File: src/rtl/dmem_arbiter.sv
// dmem_arbiter: arbitrates two requesters onto the byte-wide data memory and
// sequences each 16-bit access as two byte cycles, low byte first. Byte
// reads are zero- or sign-extended. Port 1 has a starvation guard.
module dmem_arbiter #(
  parameter int unsigned STARVE_LIMIT = 4
) (
  input  logic        clk,
  input  logic        reset,
  input  logic        p0_valid,
  input  logic        p0_we,
  input  logic [1:0]  p0_size,
  input  logic [15:0] p0_addr,
  input  logic [15:0] p0_wdata,
  input  logic        p1_valid,
  input  logic        p1_we,
  input  logic [1:0]  p1_size,
  input  logic [15:0] p1_addr,
  input  logic [15:0] p1_wdata,
  output logic        p0_ready,
  output logic        p1_ready,
  output logic        p0_resp,
  output logic        p1_resp,
  output logic [15:0] resp_rdata,
  output logic        busy,
  output logic        mem_re,
  output logic        mem_we,
  output logic [15:0] mem_addr,
  output logic [7:0]  mem_wdata,
  input  logic [7:0]  mem_rdata
);

  typedef enum logic [1:0] {IDLE, ACC0, ACC1, FIN} state_t;

  localparam logic [7:0] LIMIT = 8'(STARVE_LIMIT);

  state_t      state;
  logic        port_q;
  logic        we_q;
  logic [1:0]  size_q;
  logic [15:0] addr_q;
  logic [15:0] wdata_q;
  logic [7:0]  lo_q;
  logic [7:0]  starve_cnt;

  logic idle;
  logic force_p1;
  logic gnt0;
  logic gnt1;
  logic is_word;

  // Grant decode: port 0 has priority unless the starvation guard has tripped.
  // Reset blocks grants so nothing is acknowledged in the reset cycle.
  assign idle     = (state == IDLE) && !reset;
  assign force_p1 = (STARVE_LIMIT != 0) && (starve_cnt == LIMIT);
  assign gnt0     = idle && p0_valid && (!p1_valid || !force_p1);
  assign gnt1     = idle && p1_valid && (!p0_valid || force_p1);
  assign p0_ready = gnt0;
  assign p1_ready = gnt1;
  assign is_word  = (size_q == 2'b00);

  // Sequencer state, latched request fields, low read byte and starvation count.
  always_ff @(posedge clk) begin
    if (reset) begin
      state      <= IDLE;
      port_q     <= 1'b0;
      we_q       <= 1'b0;
      size_q     <= 2'b00;
      addr_q     <= 16'h0000;
      wdata_q    <= 16'h0000;
      lo_q       <= 8'h00;
      starve_cnt <= 8'h00;
    end else begin
      case (state)
        IDLE: begin
          if (gnt0 || gnt1) begin
            port_q  <= gnt1;
            we_q    <= gnt1 ? p1_we    : p0_we;
            size_q  <= gnt1 ? p1_size  : p0_size;
            addr_q  <= gnt1 ? p1_addr  : p0_addr;
            wdata_q <= gnt1 ? p1_wdata : p0_wdata;
            state   <= ACC0;
            if (gnt1)
              starve_cnt <= 8'h00;
            else if (p1_valid && starve_cnt != LIMIT)
              starve_cnt <= starve_cnt + 8'd1;
          end
        end
        ACC0: state <= is_word ? ACC1 : FIN;
        ACC1: begin
          // Read data from the ACC0 strobe arrives now: it is the low byte.
          if (!we_q) lo_q <= mem_rdata;
          state <= FIN;
        end
        FIN:  state <= IDLE;
        default: state <= IDLE;
      endcase
    end
  end

  // Memory strobes and response, decoded from state and latched fields only.
  // Forced to zero during reset so an aborted word write never reaches its
  // high byte.
  always_comb begin
    busy       = 1'b0;
    mem_re     = 1'b0;
    mem_we     = 1'b0;
    mem_addr   = 16'h0000;
    mem_wdata  = 8'h00;
    p0_resp    = 1'b0;
    p1_resp    = 1'b0;
    resp_rdata = 16'h0000;
    if (!reset) begin
      busy = (state != IDLE);
      case (state)
        ACC0: begin
          mem_addr = addr_q;
          if (we_q) begin
            mem_we    = 1'b1;
            mem_wdata = wdata_q[7:0];
          end else begin
            mem_re = 1'b1;
          end
        end
        ACC1: begin
          mem_addr = addr_q + 16'd1;
          if (we_q) begin
            mem_we    = 1'b1;
            mem_wdata = wdata_q[15:8];
          end else begin
            mem_re = 1'b1;
          end
        end
        FIN: begin
          p0_resp = !port_q;
          p1_resp = port_q;
          if (!we_q) begin
            if (is_word)
              resp_rdata = {mem_rdata, lo_q};
            else if (size_q == 2'b10)
              resp_rdata = {{8{mem_rdata[7]}}, mem_rdata};
            else
              resp_rdata = {8'h00, mem_rdata};
          end
        end
        default: ;
      endcase
    end
  end

endmodule

File: config.mk
export PLATFORM = sky130hd
export DESIGN_NAME = dmem_arbiter
export DESIGN_NICKNAME = d
export VERILOG_FILES = /design/src/rtl/dmem_arbiter.sv
export SDC_FILE = /design/constraint.sdc
export NUM_CORES = 1
export LEC_CHECK = 0
export ABC_AREA = 1
export CELL_PAD_IN_SITES_DETAIL_PLACEMENT = 0
export CELL_PAD_IN_SITES_GLOBAL_PLACEMENT = 1
export CORE_MARGIN = 1.5
export CORE_UTILIZATION = 30
export DETAILED_ROUTE_END_ITERATION = 8
export PLACE_DENSITY_LB_ADDON = 0.1
export SETUP_SLACK_MARGIN = 0.3
export SYNTH_ARGS = -nofsm -noshare
export SYNTH_HDL_FRONTEND = slang
export SYNTH_SLANG_ARGS = --single-unit
File: constraint.sdc
create_clock -name clk -period 2.1 [get_ports clk]
set_clock_uncertainty 0.2 [all_clocks]
set_input_delay 0.315 -clock clk [delete_from_list [all_inputs] [get_ports clk]]
set_output_delay 0.315 -clock clk [all_outputs]
set_load 0.01 [all_outputs]
# Word-level counts from Yosys, hierarchy flattened

Index checks and enable logic that the tools add are counted.

Mux-type cells: 31
Reduce and logical (&&, ||, !) cells: 22
Bitwise operators: 1
Add/subtract/negate cells: 2
Equality and inequality tests: 7

Operators with widths:

| operator                                              | count |
|---|---|
| 2-to-1 mux 16 bit                                     | 8 |
| 2-to-1 mux 8 bit                                      | 5 |
| case mux 16 bit (2 select lines)                      | 1 |
| adder 16 x 1 -> 16 bit, second input constant         | 1 |
| case mux 8 bit (2 select lines)                       | 1 |
| 2-to-1 mux 1 bit                                      | 13 |
| adder 8 x 1 -> 8 bit, second input constant           | 1 |
| equality test 8 x 3 -> 1 bit, second input constant   | 1 |
| inequality test 8 x 3 -> 1 bit, second input constant | 1 |
| case mux 2 bit (4 select lines)                       | 1 |
| equality test 2 bit, second input constant            | 3 |
| logical AND 1 bit                                     | 6 |
| zero test 1 bit                                       | 5 |
| zero test 2 bit                                       | 2 |
| 2-to-1 mux 2 bit                                      | 2 |
| AND reduction 2 bit                                   | 2 |
| nonzero test 2 bit                                    | 2 |
| logical OR 1 bit                                      | 3 |
| AND reduction 3 bit                                   | 1 |
| equality test 2 x 1 -> 1 bit, second input constant   | 1 |
| inequality test 2 x 1 -> 1 bit, second input constant | 1 |
| OR reduction 2 bit                                    | 1 |
| NOT 1 bit                                             | 1 |

Register bits: 54
Input port bits: 82
Word-level logic and storage cells: 71
Output and inout port bits: 47

# Logic depth before layout (Yosys ltp)

Gate-level depths: netlist of run 1.

Word-level depth: 7
Depth in mapped cells: 11
Gate-level depth less buffers: 10

# Worst setup path after synthesis of run 1

OpenSTA, ideal clock, no wires.

Path type: register -> output
From: reg state[0]
To: out mem_addr[14]
Path buffers: 1
Slack: 0.078 ns
Required time: 1.585 ns
Arrival: 1.507 ns
Stages on the path, launching flop included: 8
Cells stage by stage: dfxtp_1 inv_1 ha_1 inv_1 nor2_1 clkbuf_1 o21ai_0 a21oi_1

Cells in the longest elaborated chain, start to end: 3
Elaborated cells on any way between the ends: 4
Those cells by class: 2 x eq/ne; 2 x mux

RTL lines:

| what                                                                | RTL line | RTL |
|---|---|---|
| start, declared                                                     | 36       | `state_t state;` |
| start signal, assigned                                              | 88       | `ACC0: state <= is_word ? ACC1 : FIN;` |
| equality test 2 bit or equality test 2 x 1 -> 1 bit (tied branches) | 114      | `case (state)` |
| case mux 16 bit (2 select lines) (*)                                | 114      |  |
| 2-to-1 mux 16 bit (*)                                               | 112      | `if (!reset) begin` |
| end, declared                                                       | 27       | `output logic [15:0] mem_addr,` |

Mark *: on every way between the ends. The rest lies on a longest branch, timed or not.

# Final worst setup path of run 1

From: reg state[0]
To: out mem_addr[5]

Same word-level chain as after synthesis.

==> out/metrics.json, run 1 <==
{
  "synth_area_in_adders_pct": 2.68,
  "tritoncts.num_buffers": 5,
  "detail-route-antenna-nets": 0,
  "timing.critical_path.slowest_cell_delay_ns": 0.37,
  "grt_start_max_net_pins": 39,
  "port_buffers": 128,
  "final_worst_path_cycle_share_pct": 106,
  "syn-instance-count": 639,
  "drt-vias-per-instance": 4.53,
  "worst_path_max_delay_cell": "sky130_fd_sc_hd__dfxtp_4",
  "cts_hold_repair.buffers": 0,
  "finalSetupViolCount": 34,
  "clkSinkCount": 54,
  "destination_of_the_worst_register_to_register_timing_path": "state[0]",
  "r2r-start": "state[0]",
  "fp.coreArea_sq_um": 12100,
  "number_of_global_route_vias_before_repair": 4367,
  "cp_data_arrival_time_ns": 1.70,
  "worst_pin_slew_ns": 0.353,
  "drt_first_iter_violations": 166,
  "mappedNetlistNets": 729,
  "num-nets-final": 934,
  "yosysWarningCount": 0,
  "hp-class": "register to register",
  "multi_input_area_sq_um": 2390,
  "final_max_slew_viol_count": 0,
  "setup_slack_ns": -0.119,
  "cp_cell_sequence": "inv_2 -> ha_4 -> inv_4 -> nor2_4 -> buf_12 -> buf_4 -> nand2_1 -> a21oi_1 -> buf_2",
  "worst-path-max-fanout": 5,
  "path_class": "register to primary output",
  "area_of_all_placed_cells_without_fillers_sq_um": 6630,
  "synth_simple_gate_area_share_pct": 36.8,
  "post-synth-top-area-cell": "sky130_fd_sc_hd__dfxtp_1",
  "critPathCapture": "mem_addr[5]",
  "insertedDiodeCount": 0,
  "ctsLongestPathBuffers": 2,
  "final.fill_count": 1195,
  "effective_utilization_at_floorplan_pct": 30.9,
  "path_clk_slew_ns": 0.07,
  "critical_path.endpoint_type": "primary output",
  "die-area_sq_um": 13100,
  "floorplan.io_pins": 129,
  "synthArstFlopShare_pct": 0,
  "rr_worst_depth": 12,
  "number_of_antenna_violations_at_the_first_check_in_global_routing": 0,
  "globalRoute.totalOverflow": 0,
  "startpoint_type": "register",
  "dpl.cell_count": 979,
  "drt-wirelength-per-cell_um": 13.4,
  "cap_viol_max_count": 0,
  "ys.flop_type": "sky130_fd_sc_hd__dfxtp_1",
  "cp-startpoint": "state[0]",
  "netlist_top_cells_area": "sky130_fd_sc_hd__dfxtp_1 (29%), sky130_fd_sc_hd__nand2_1 (15%), sky130_fd_sc_hd__nand3_1 (12%)",
  "min_period_ns": 2.22,
  "tritoncts": "built",
  "ff2ff_setup_slack_ns": 0.27,
  "failed_checks": "setup timing",
  "final_report_hold_violation_count": 0,
  "drtPass1Iterations": 4,
  "ys_seq_elements": 54,
  "total_leakage_power_nw": 3.27,
  "dr_total_vias": 4590,
  "route.detailed.drc": 0,
  "data_required_time_of_the_critical_path_ns": 1.58,
  "synthXorXnorAreaFrac_pct": 0,
  "hold_depth": 2,
  "synth_commonest_cells": "sky130_fd_sc_hd__nand2_1 (146), sky130_fd_sc_hd__inv_1 (112), sky130_fd_sc_hd__nand3_1 (88), sky130_fd_sc_hd__nor2_1 (77), sky130_fd_sc_hd__o21ai_0 (66)",
  "place_area_sq_um": 5690,
  "die_h_um": 115,
  "fmax_ghz": 0.451,
  "clkLatencyLatePin_ns": 0.29,
  "grt_use_total_pct": 20.0,
  "synth.cell_area_sq_um": 3730,
  "drt_wl_total_um": 13600,
  "synthToLayoutAreaGrowth_pct": 77.7,
  "h-tree-depth": 2,
  "portion_of_the_post_synthesis_area_used_by_sequential_elements_pct": 29.0,
  "drive_above_1_share_pct": 28.3,
  "yosysUniqueCellTypes": 27,
  "ctsRootBufferMaster": "sky130_fd_sc_hd__clkbuf_16",
  "synth_edf_count": 0,
  "grt_pass1_wl_um": 21000,
  "run_status": "finished, violations left",
  "post_layout_total_power_mw": 5.95,
  "std_cell_rows": 40,
  "synth.mux.area_fraction_pct": 0,
  "synth.avg_cell_area_sq_um": 5.84,
  "slew-limit-headroom_pct": 76.4,
  "synthDominantCellAreaShare_pct": 29.0,
  "fin_util_pct": 55.0,
  "vdd.ir_drop.worst_mv": 0.378,
  "rsz0062_at_grt": "yes",
  "seq_area_sq_um": 1090,
  "synth-compound-area-share_pct": 15.7,
  "p_per_area_nw_per_um2": 897,
  "synth_top_family_by_area": "simple AND/OR/NAND/NOR gates",
  "floorplan.die.width_um": 115,
  "final_cells": 1013,
  "dp_hpwl_um": 9130,
  "synth.most_common_cell": "sky130_fd_sc_hd__nand2_1",
  "finalWeightedCongestion": 0.872
}
[timing repair]
| action | CTS | global route |
|---|---|---|
| setup endpoints to repair | 101 | 96 |
| pin swaps | 21 | 7 |
| hold endpoints to repair | 0 | 0 |
| cloned | 6 | 9 |
| gates resized for setup | 263 | 82 |
| buffers inserted | 9 | 2 |
[metrics by stage]
stage	hold WS [ns]	TNS (ns)	setup WS [ns]
floorplan	0.250	0	0.281
global placement	0.276	-23.38	-0.465
detailed placement	0.286	-23.66	-0.470
CTS	0.297	-3.16	-0.163
global route	0.316	-5.84	-0.212
finish	0.299	-2.48	-0.119
[state kept, by name, summed over array words and instances (netlist names)]
signal	flops
state	2
lo_q	8
we_q	1
port_q	1
addr_q	16
starve_cnt	8
size_q	2
wdata_q	16
[cells by family after synthesis]
logic type / after synthesis
simple gates: 326
flops: 54
fa+ha+maj: 8
buf+inv: 146
compound gates: 105
[metal layers]
layer  part of all wire [%]  vias up  global-route usage (%)
met5                      0        -                       0
met4                    1.2        0                    4.83
met3                    4.7       12                    2.86
met2                     47      102                    34.7
met1                     47     2044                    26.0
li1                       -     2432                       -
[area by class of cell]
type / instances / share of cell area (%)
flip-flops and latches: 54 / 16.5
well taps: 168 / 3.17
clock buffers: 7 / 2.30
repair buffers: 228 / 35.2
clock inverters: 1 / 0.132
inverters: 115 / 6.66
multi-input cells: 440 / 36.1
[worst max-delay path, delay by kind of cell, from the launching register on]
family | cells | cell delay [ns]
buffers and inverters | 5 | 0.48
flip-flops | 1 | 0.37
adder cells (fa/ha/maj) | 1 | 0.27
AND/OR/NAND/NOR | 2 | 0.19
AO/OA/AOI/OAI | 1 | 0.10
[where the power goes]
part | internal, mW | total (mW) | switching, mW | leakage, nW
Sequential | 1.28 | 1.46 | 0.184 | 0.447
Combinational | 1.84 | 3.59 | 1.75 | 2.74
Clock | 0.510 | 0.897 | 0.386 | 0.0801
[cell usage in the layout (no fill, tap or decap), types with 5 or more instances in the layout]
master,count
sky130_fd_sc_hd__o21ai_0,26
sky130_fd_sc_hd__buf_16,5
sky130_fd_sc_hd__nand3_1,83
sky130_fd_sc_hd__buf_6,21
sky130_fd_sc_hd__o21ai_2,20
sky130_fd_sc_hd__clkbuf_16,12
sky130_fd_sc_hd__buf_2,23
sky130_fd_sc_hd__buf_12,8
sky130_fd_sc_hd__nor2_4,6
sky130_fd_sc_hd__inv_1,101
sky130_fd_sc_hd__a22o_1,8
sky130_fd_sc_hd__nor2_2,6
sky130_fd_sc_hd__a21oi_1,15
sky130_fd_sc_hd__nor2_1,65
sky130_fd_sc_hd__clkdlybuf4s15_2,15
sky130_fd_sc_hd__clkdlybuf4s50_1,80
sky130_fd_sc_hd__o21ai_1,20
sky130_fd_sc_hd__dfxtp_2,7
sky130_fd_sc_hd__a21oi_2,8
sky130_fd_sc_hd__dfxtp_1,46
sky130_fd_sc_hd__inv_2,11
sky130_fd_sc_hd__nand2_1,143
sky130_fd_sc_hd__buf_4,63
[worst min-delay path by stage]
stage | start | slack, ns | to
2_1_floorplan | mem_rdata[0] | 0.25 | lo_q[0]
3_3_place_gp | port_q | 0.28 | port_q
3_5_place_dp | port_q | 0.29 | port_q
4_1_cts | port_q | 0.30 | port_q
5_1_grt | port_q | 0.32 | port_q
6_report | port_q | 0.30 | port_q
No activity file was read; power rests on OpenSTA's default activity.
==> run 2: changes to the inputs <==
==> constraint.sdc (replaced) <==
create_clock -name clk -period 2.1 [get_ports clk]
set_clock_uncertainty 0.2 [all_clocks]
set_input_delay 0.315 -clock clk [delete_from_list [all_inputs] [get_ports clk]]
set_output_delay 0.315 -clock clk [all_outputs]
set_load 0.02 [all_outputs]
==> run 2 against run 1 <==
  * The flow still finishes with violations (setup timing)
  * Sequential share of layout area fell by 0.80 points
  * Routed wire length rose by 1.4%
  * Combinational power barely moved
  * Via count rose by 2.2%
  * Register-to-register slack barely moved
  * Cell count fell by 0.49%
==> out/metrics.json, run 2 (synthesis results as in run 1) <==
{
  "run_status": "finished, violations left",
  "failed_checks": "setup timing",
  "final_max_slew_viol_count": 0,
  "p_per_area_nw_per_um2": 863,
  "final.fill_count": 1214,
  "dr_total_vias": 4690,
  "slew-limit-headroom_pct": 76.7,
  "worst_pin_slew_ns": 0.349,
  "insertedDiodeCount": 0,
  "final_report_hold_violation_count": 0,
  "tritoncts.num_buffers": 5,
  "h-tree-depth": 2,
  "die-area_sq_um": 13100,
  "use_met2_pct": 34.8,
  "dp_hpwl_um": 9370,
  "layout_common_cells": "sky130_fd_sc_hd__nand2_1 (126), sky130_fd_sc_hd__inv_1 (94), sky130_fd_sc_hd__buf_4 (82), sky130_fd_sc_hd__clkdlybuf4s50_1 (80), sky130_fd_sc_hd__nand3_1 (59)",
  "fp.coreArea_sq_um": 12100,
  "clkSinkCount": 54,
  "use_met3_pct": 2.75,
  "grt_use_met1_pct": 26.2,
  "die_h_um": 115,
  "timing.critical_path.slowest_cell_delay_ns": 0.38,
  "grt_pass1_wl_um": 21200,
  "route.detailed.drc": 0,
  "worst-path-max-fanout": 11,
  "number_of_antenna_violations_at_the_first_check_in_global_routing": 0,
  "total_leakage_power_nw": 3.30,
  "data_required_time_of_the_critical_path_ns": 1.58,
  "final_worst_path_cycle_share_pct": 104,
  "vdd.ir_drop.worst_mv": 0.401,
  "worst_path_max_delay_cell": "sky130_fd_sc_hd__dfxtp_4",
  "drtPass1Iterations": 5,
  "drt-wirelength-per-cell_um": 13.7,
  "cp_data_arrival_time_ns": 1.66,
  "floorplan.die.width_um": 115,
  "startpoint_type": "register",
  "min_period_ns": 2.17,
  "cp_cell_sequence": "inv_6 -> ha_4 -> inv_2 -> nor2_4 -> buf_12 -> o21ai_2 -> a21oi_2 -> buf_6",
  "finalWeightedCongestion": 0.842,
  "ctsLongestPathBuffers": 2,
  "tritoncts": "built",
  "drt_wl_total_um": 13800,
  "hp-class": "register to register",
  "post_layout_total_power_mw": 6.06,
  "cap_viol_max_count": 0,
  "path_clk_slew_ns": 0.07,
  "leading_cell_type_in_the_layout_fill_and_taps_excluded": "sky130_fd_sc_hd__nand2_1",
  "effective_utilization_at_floorplan_pct": 30.9,
  "num-nets-final": 929,
  "floorplan.io_pins": 129,
  "drt_first_iter_violations": 169,
  "std_cell_rows": 40,
  "ctsRootBufferMaster": "sky130_fd_sc_hd__clkbuf_16",
  "number_of_global_route_vias_before_repair": 4423,
  "drt-vias-per-instance": 4.65,
  "finalSetupViolCount": 19,
  "path_class": "register to primary output",
  "clkLatencyLatePin_ns": 0.29,
  "setup_slack_ns": -0.0737,
  "gr-max-usage-layer": "met2",
  "detail-route-antenna-nets": 0,
  "synthToLayoutAreaGrowth_pct": 88.1,
  "grt_start_max_net_pins": 39,
  "globalRoute.totalOverflow": 0,
  "grt_use_total_pct": 19.9,
  "rsz0062_at_grt": "yes",
  "critical_path.endpoint_type": "primary output",
  "fmax_ghz": 0.460,
  "drive_above_1_share_pct": 38.7,
  "fin_util_pct": 58.2,
  "largestRegisters": "addr_q: 16 flops, wdata_q: 16 flops",
  "port_buffers": 128
}
## run 2: cell count changes in the layout (fill, tap and decap cells not counted), sizes merged
cell           previous run  this run
buf                     123       134
bufinv                    0         1
clkbuf                   15        13
clkdlybuf4s15            15         1
clkinv                    1         0
dlygate4sd2               2         1
nand2                   149       150
## run 2: worst paths after layout
| kind | endpoint | start | cells past startpoint | slack [ns] |
|---|---|---|---|---|
| min | port_q | port_q | 2 | 0.29 |
| max reg2reg | addr_q[14] | state[0] | 13 | 0.26 |
| min reg2reg | port_q | port_q | 2 | 0.29 |
| max | mem_addr[15] | state[0] | 8 | -0.07 |
## run 2: metrics by stage
step / cell area [sq um] / worst slack (ns) / hold WS (ns) / instances / setup TNS [ns]
6_report: 7020 / -0.0737 / 0.289 / 1008 / -0.521
5_1_grt: 7020 / -0.135 / 0.321 / 1008 / -3.25
4_1_cts: 6220 / -0.0782 / 0.291 / 992 / -0.872
3_5_place_dp: 5890 / -0.551 / 0.281 / 980 / -33.30
3_3_place_gp: 5890 / -0.525 / 0.274 / 980 / -32.51
2_1_floorplan: 3950 / 0.234 / 0.250 / 639 / 0
## run 2: worst max-delay path: cells and delay by family, from the launching register on
kind / cells / cell delay (ns)
compound gates: 2 / 0.21
flops: 1 / 0.38
buf+inv: 4 / 0.40
simple gates: 1 / 0.12
fa+ha+maj: 1 / 0.26
## run 2: final cells by class
type                       count  area [sq um]  area share (%)
multi-input combinational    441          2820            40.2
timing repair buffer         222          2270            32.3
sequential                    54          1100            15.7
inverter                     115           454            6.47
tap                          168           210            2.99
clock buffer                   7           133            1.89
clock inverter                 1          30.0           0.428
## run 2: report_power, final
| group | internal [mW] | switching [mW] | leakage [nW] |
|---|---|---|---|
| clock network | 0.565 | 0.369 | 0.0781 |
| logic | 1.71 | 1.91 | 2.77 |
| registers | 1.28 | 0.222 | 0.449 |
## run 2: layer usage
| layer | vias to the layer above | part of all wire, % |
|---|---|---|
| met3 | 8 | 4.1 |
| met5 | - | 0 |
| li1 | 2420 | - |
| met1 | 2158 | 45 |
| met2 | 104 | 50 |
| met4 | 0 | 0.88 |
## run 2: what timing repair did
item | 4_1_cts | 5_1_grt
resized for setup | 291 | 192
setup endpoints to repair | 101 | 99
hold buffers | 0 | 0
pin swaps | 10 | 51
cloned | 1 | 10
setup buffers | 3 | 6
==> run 3: changes to the inputs <==
--- a/config.mk
+++ b/config.mk
@@ -11,7 +11,7 @@
 export CORE_MARGIN = 1.5
 export CORE_UTILIZATION = 30
 export DETAILED_ROUTE_END_ITERATION = 8
-export PLACE_DENSITY_LB_ADDON = 0.1
+export PLACE_DENSITY = 0.91
 export SETUP_SLACK_MARGIN = 0.3
 export SYNTH_ARGS = -nofsm -noshare
 export SYNTH_HDL_FRONTEND = slang
==> run 3 against run 2 <==
  * The run still ends with setup timing left
  * First-iteration DRC count up 66%
  * Sequential share of layout area up 0.086 points
  * Total power up 2.4%
  * Routed wire length up 0.15%
  * Sequential cell count unchanged
  * Utilization down 0.38 points
  * Worst setup slack worse by 0.0045 ns
  * Critical path type unchanged
  * Largest cell class unchanged
  * Highest routed layer unchanged
==> out/metrics.json, run 3 (synthesis results as in run 1) <==
{
  "final.fill_count": 1079,
  "tritoncts.num_buffers": 5,
  "hold-path-endpoint": "lo_q[1]",
  "worst_pin_slew_ns": 0.345,
  "final_worst_path_cycle_share_pct": 104,
  "power.share.sequential_pct": 24.3,
  "destination_of_the_worst_register_to_register_timing_path": "addr_q[12]",
  "synthToLayoutAreaGrowth_pct": 86.9,
  "cp_data_arrival_time_ns": 1.66,
  "share_comb_of_total_power_pct": 62.0,
  "vdd.ir_drop.worst_mv": 0.503,
  "std_cell_rows": 40,
  "fp.coreArea_sq_um": 12100,
  "drt_wl_total_um": 13800,
  "worstHoldStart": "lo_q[1]",
  "total_switching_power_mw": 2.57,
  "net_switching_share_of_the_total_power_pct": 41.5,
  "cap_viol_max_count": 0,
  "grt_pass1_wl_um": 20900,
  "effective_utilization_at_floorplan_pct": 30.9,
  "p_per_area_nw_per_um2": 890,
  "clkLatencyLatePin_ns": 0.30,
  "fmax_ghz": 0.459,
  "finalHoldWorstSlack_ns": 0.316,
  "number_of_global_route_vias_before_repair": 4543,
  "critical_path.endpoint_type": "primary output",
  "final_report_hold_violation_count": 0,
  "clkSinkCount": 54,
  "cts_hold_repair.buffers": 0,
  "ctsLongestPathBuffers": 2,
  "ctsRootBufferMaster": "sky130_fd_sc_hd__clkbuf_16",
  "worst-path-max-fanout": 11,
  "path_clk_slew_ns": 0.08,
  "hp-class": "register to register",
  "drt_first_iter_violations": 280,
  "dp_hpwl_um": 9130,
  "area_of_all_placed_cells_without_fillers_sq_um": 6980,
  "setup_slack_ns": -0.0782,
  "path_class": "register to primary output",
  "total_leakage_power_nw": 3.30,
  "detail-route-antenna-nets": 0,
  "hold_depth": 2,
  "finalSetupViolCount": 31,
  "drt-vias-per-instance": 4.79,
  "slew-limit-headroom_pct": 76.9,
  "data_required_time_of_the_critical_path_ns": 1.58,
  "cp-startpoint": "state[1]",
  "startpoint_type": "register",
  "min_period_ns": 2.18,
  "port_buffers": 128,
  "seq_area_sq_um": 1100,
  "cell_internal_pwr_mw": 3.63,
  "multi_input_area_sq_um": 2690,
  "floorplan.die.width_um": 115,
  "drt-wirelength-per-cell_um": 13.7,
  "h-tree-depth": 2,
  "die-area_sq_um": 13100,
  "rsz0062_at_grt": "yes",
  "number_of_antenna_violations_at_the_first_check_in_global_routing": 0,
  "num-nets-final": 931,
  "floorplan.io_pins": 129,
  "rr_worst_depth": 14,
  "grt_start_max_net_pins": 39,
  "tritoncts": "built",
  "route.detailed.drc": 0,
  "largestRegisters": "addr_q: 16 flops, wdata_q: 16 flops",
  "layout_common_cells": "sky130_fd_sc_hd__nand2_1 (134), sky130_fd_sc_hd__inv_1 (95), sky130_fd_sc_hd__clkdlybuf4s50_1 (80), sky130_fd_sc_hd__buf_4 (78), sky130_fd_sc_hd__nand3_1 (77)",
  "die_h_um": 115,
  "grt_use_total_pct": 19.5,
  "r2r-start": "state[1]",
  "power.clock.fraction_pct": 13.7,
  "ff2ff_setup_slack_ns": 0.14,
  "failed_checks": "setup timing",
  "drive_above_1_share_pct": 36.1,
  "globalRoute.totalOverflow": 0,
  "final_max_slew_viol_count": 0,
  "leading_cell_type_in_the_layout_fill_and_taps_excluded": "sky130_fd_sc_hd__nand2_1",
  "finalWeightedCongestion": 0.867,
  "dp_slack_ns": -0.561,
  "run_status": "finished, violations left",
  "dr_total_vias": 4835,
  "place_area_sq_um": 5870,
  "insertedDiodeCount": 0,
  "drtPass1Iterations": 5
}
-- run 3: cell type report --
cell class | count | area share (%)
Clock inverter | 3 | 0.359
Multi-Input combinational cell | 439 | 38.6
Timing Repair Buffer | 226 | 33.9
Inverter | 115 | 6.58
Sequential cell | 54 | 15.8
Clock buffer | 5 | 1.79
Tap cell | 168 | 3.01
-- run 3: worst max path at each step --
stage | slack (ns) | cells after the start | end
2_1_floorplan | 0.23 | 6 | resp_rdata[10]
3_3_place_gp | -0.50 | 8 | resp_rdata[7]
3_5_place_dp | -0.56 | 8 | resp_rdata[7]
4_1_cts | -0.11 | 8 | mem_wdata[0]
5_1_grt | -0.16 | 9 | mem_addr[13]
6_report | -0.08 | 8 | mem_addr[15]
-- run 3: worst max-delay path, cell delays in order (launching register included) --
cell	delay, ns
sky130_fd_sc_hd__dfxtp_4	0.40
sky130_fd_sc_hd__inv_4	0.05
sky130_fd_sc_hd__ha_4	0.26
sky130_fd_sc_hd__inv_2	0.04
sky130_fd_sc_hd__nor2_4	0.11
sky130_fd_sc_hd__buf_12	0.15
sky130_fd_sc_hd__o21ai_2	0.06
sky130_fd_sc_hd__a21oi_2	0.15
sky130_fd_sc_hd__buf_6	0.14
-- run 3: stage by stage --
| step | util [%] | std cells | total power, mW | TNS [ns] |
|---|---|---|---|---|
| finish | 57.8 | 1010 | 6.20 | -1.43 |
| floorplan | - | 639 | 2.93 | 0 |
| detailed placement | 48.7 | 974 | 4.13 | -27.35 |
| global placement | 48.7 | 974 | 4.07 | -26.19 |
| global route | 57.8 | 1010 | 6.60 | -4.53 |
| CTS | 54.0 | 1002 | 5.75 | -1.65 |
-- run 3: per-layer routing --
layer,share of wire (%),wire [um],global-route usage (%)
met3,5.8,795,3.65
met1,42,5810,23.7
met5,0,0,0
met4,0.98,136,5.00
met2,51,7080,35.4
-- run 3: repair_timing --
action / CTS / global route
pin swaps: 35 / 47
endpoints found under the setup margin: 92 / 97
gates resized for setup: 368 / 106
gates cloned: 5 / 3
setup buffers: 15 / 5
-- run 3: power by group through the flow --
stage / logic (mW) / registers [mW] / clock network (mW)
floorplan: 1.49 / 1.45 / 0
finish: 3.85 / 1.51 / 0.853
global route: 4.13 / 1.54 / 0.932
CTS: 3.40 / 1.48 / 0.878
global placement: 2.62 / 1.45 / 0
detailed placement: 2.67 / 1.46 / 0
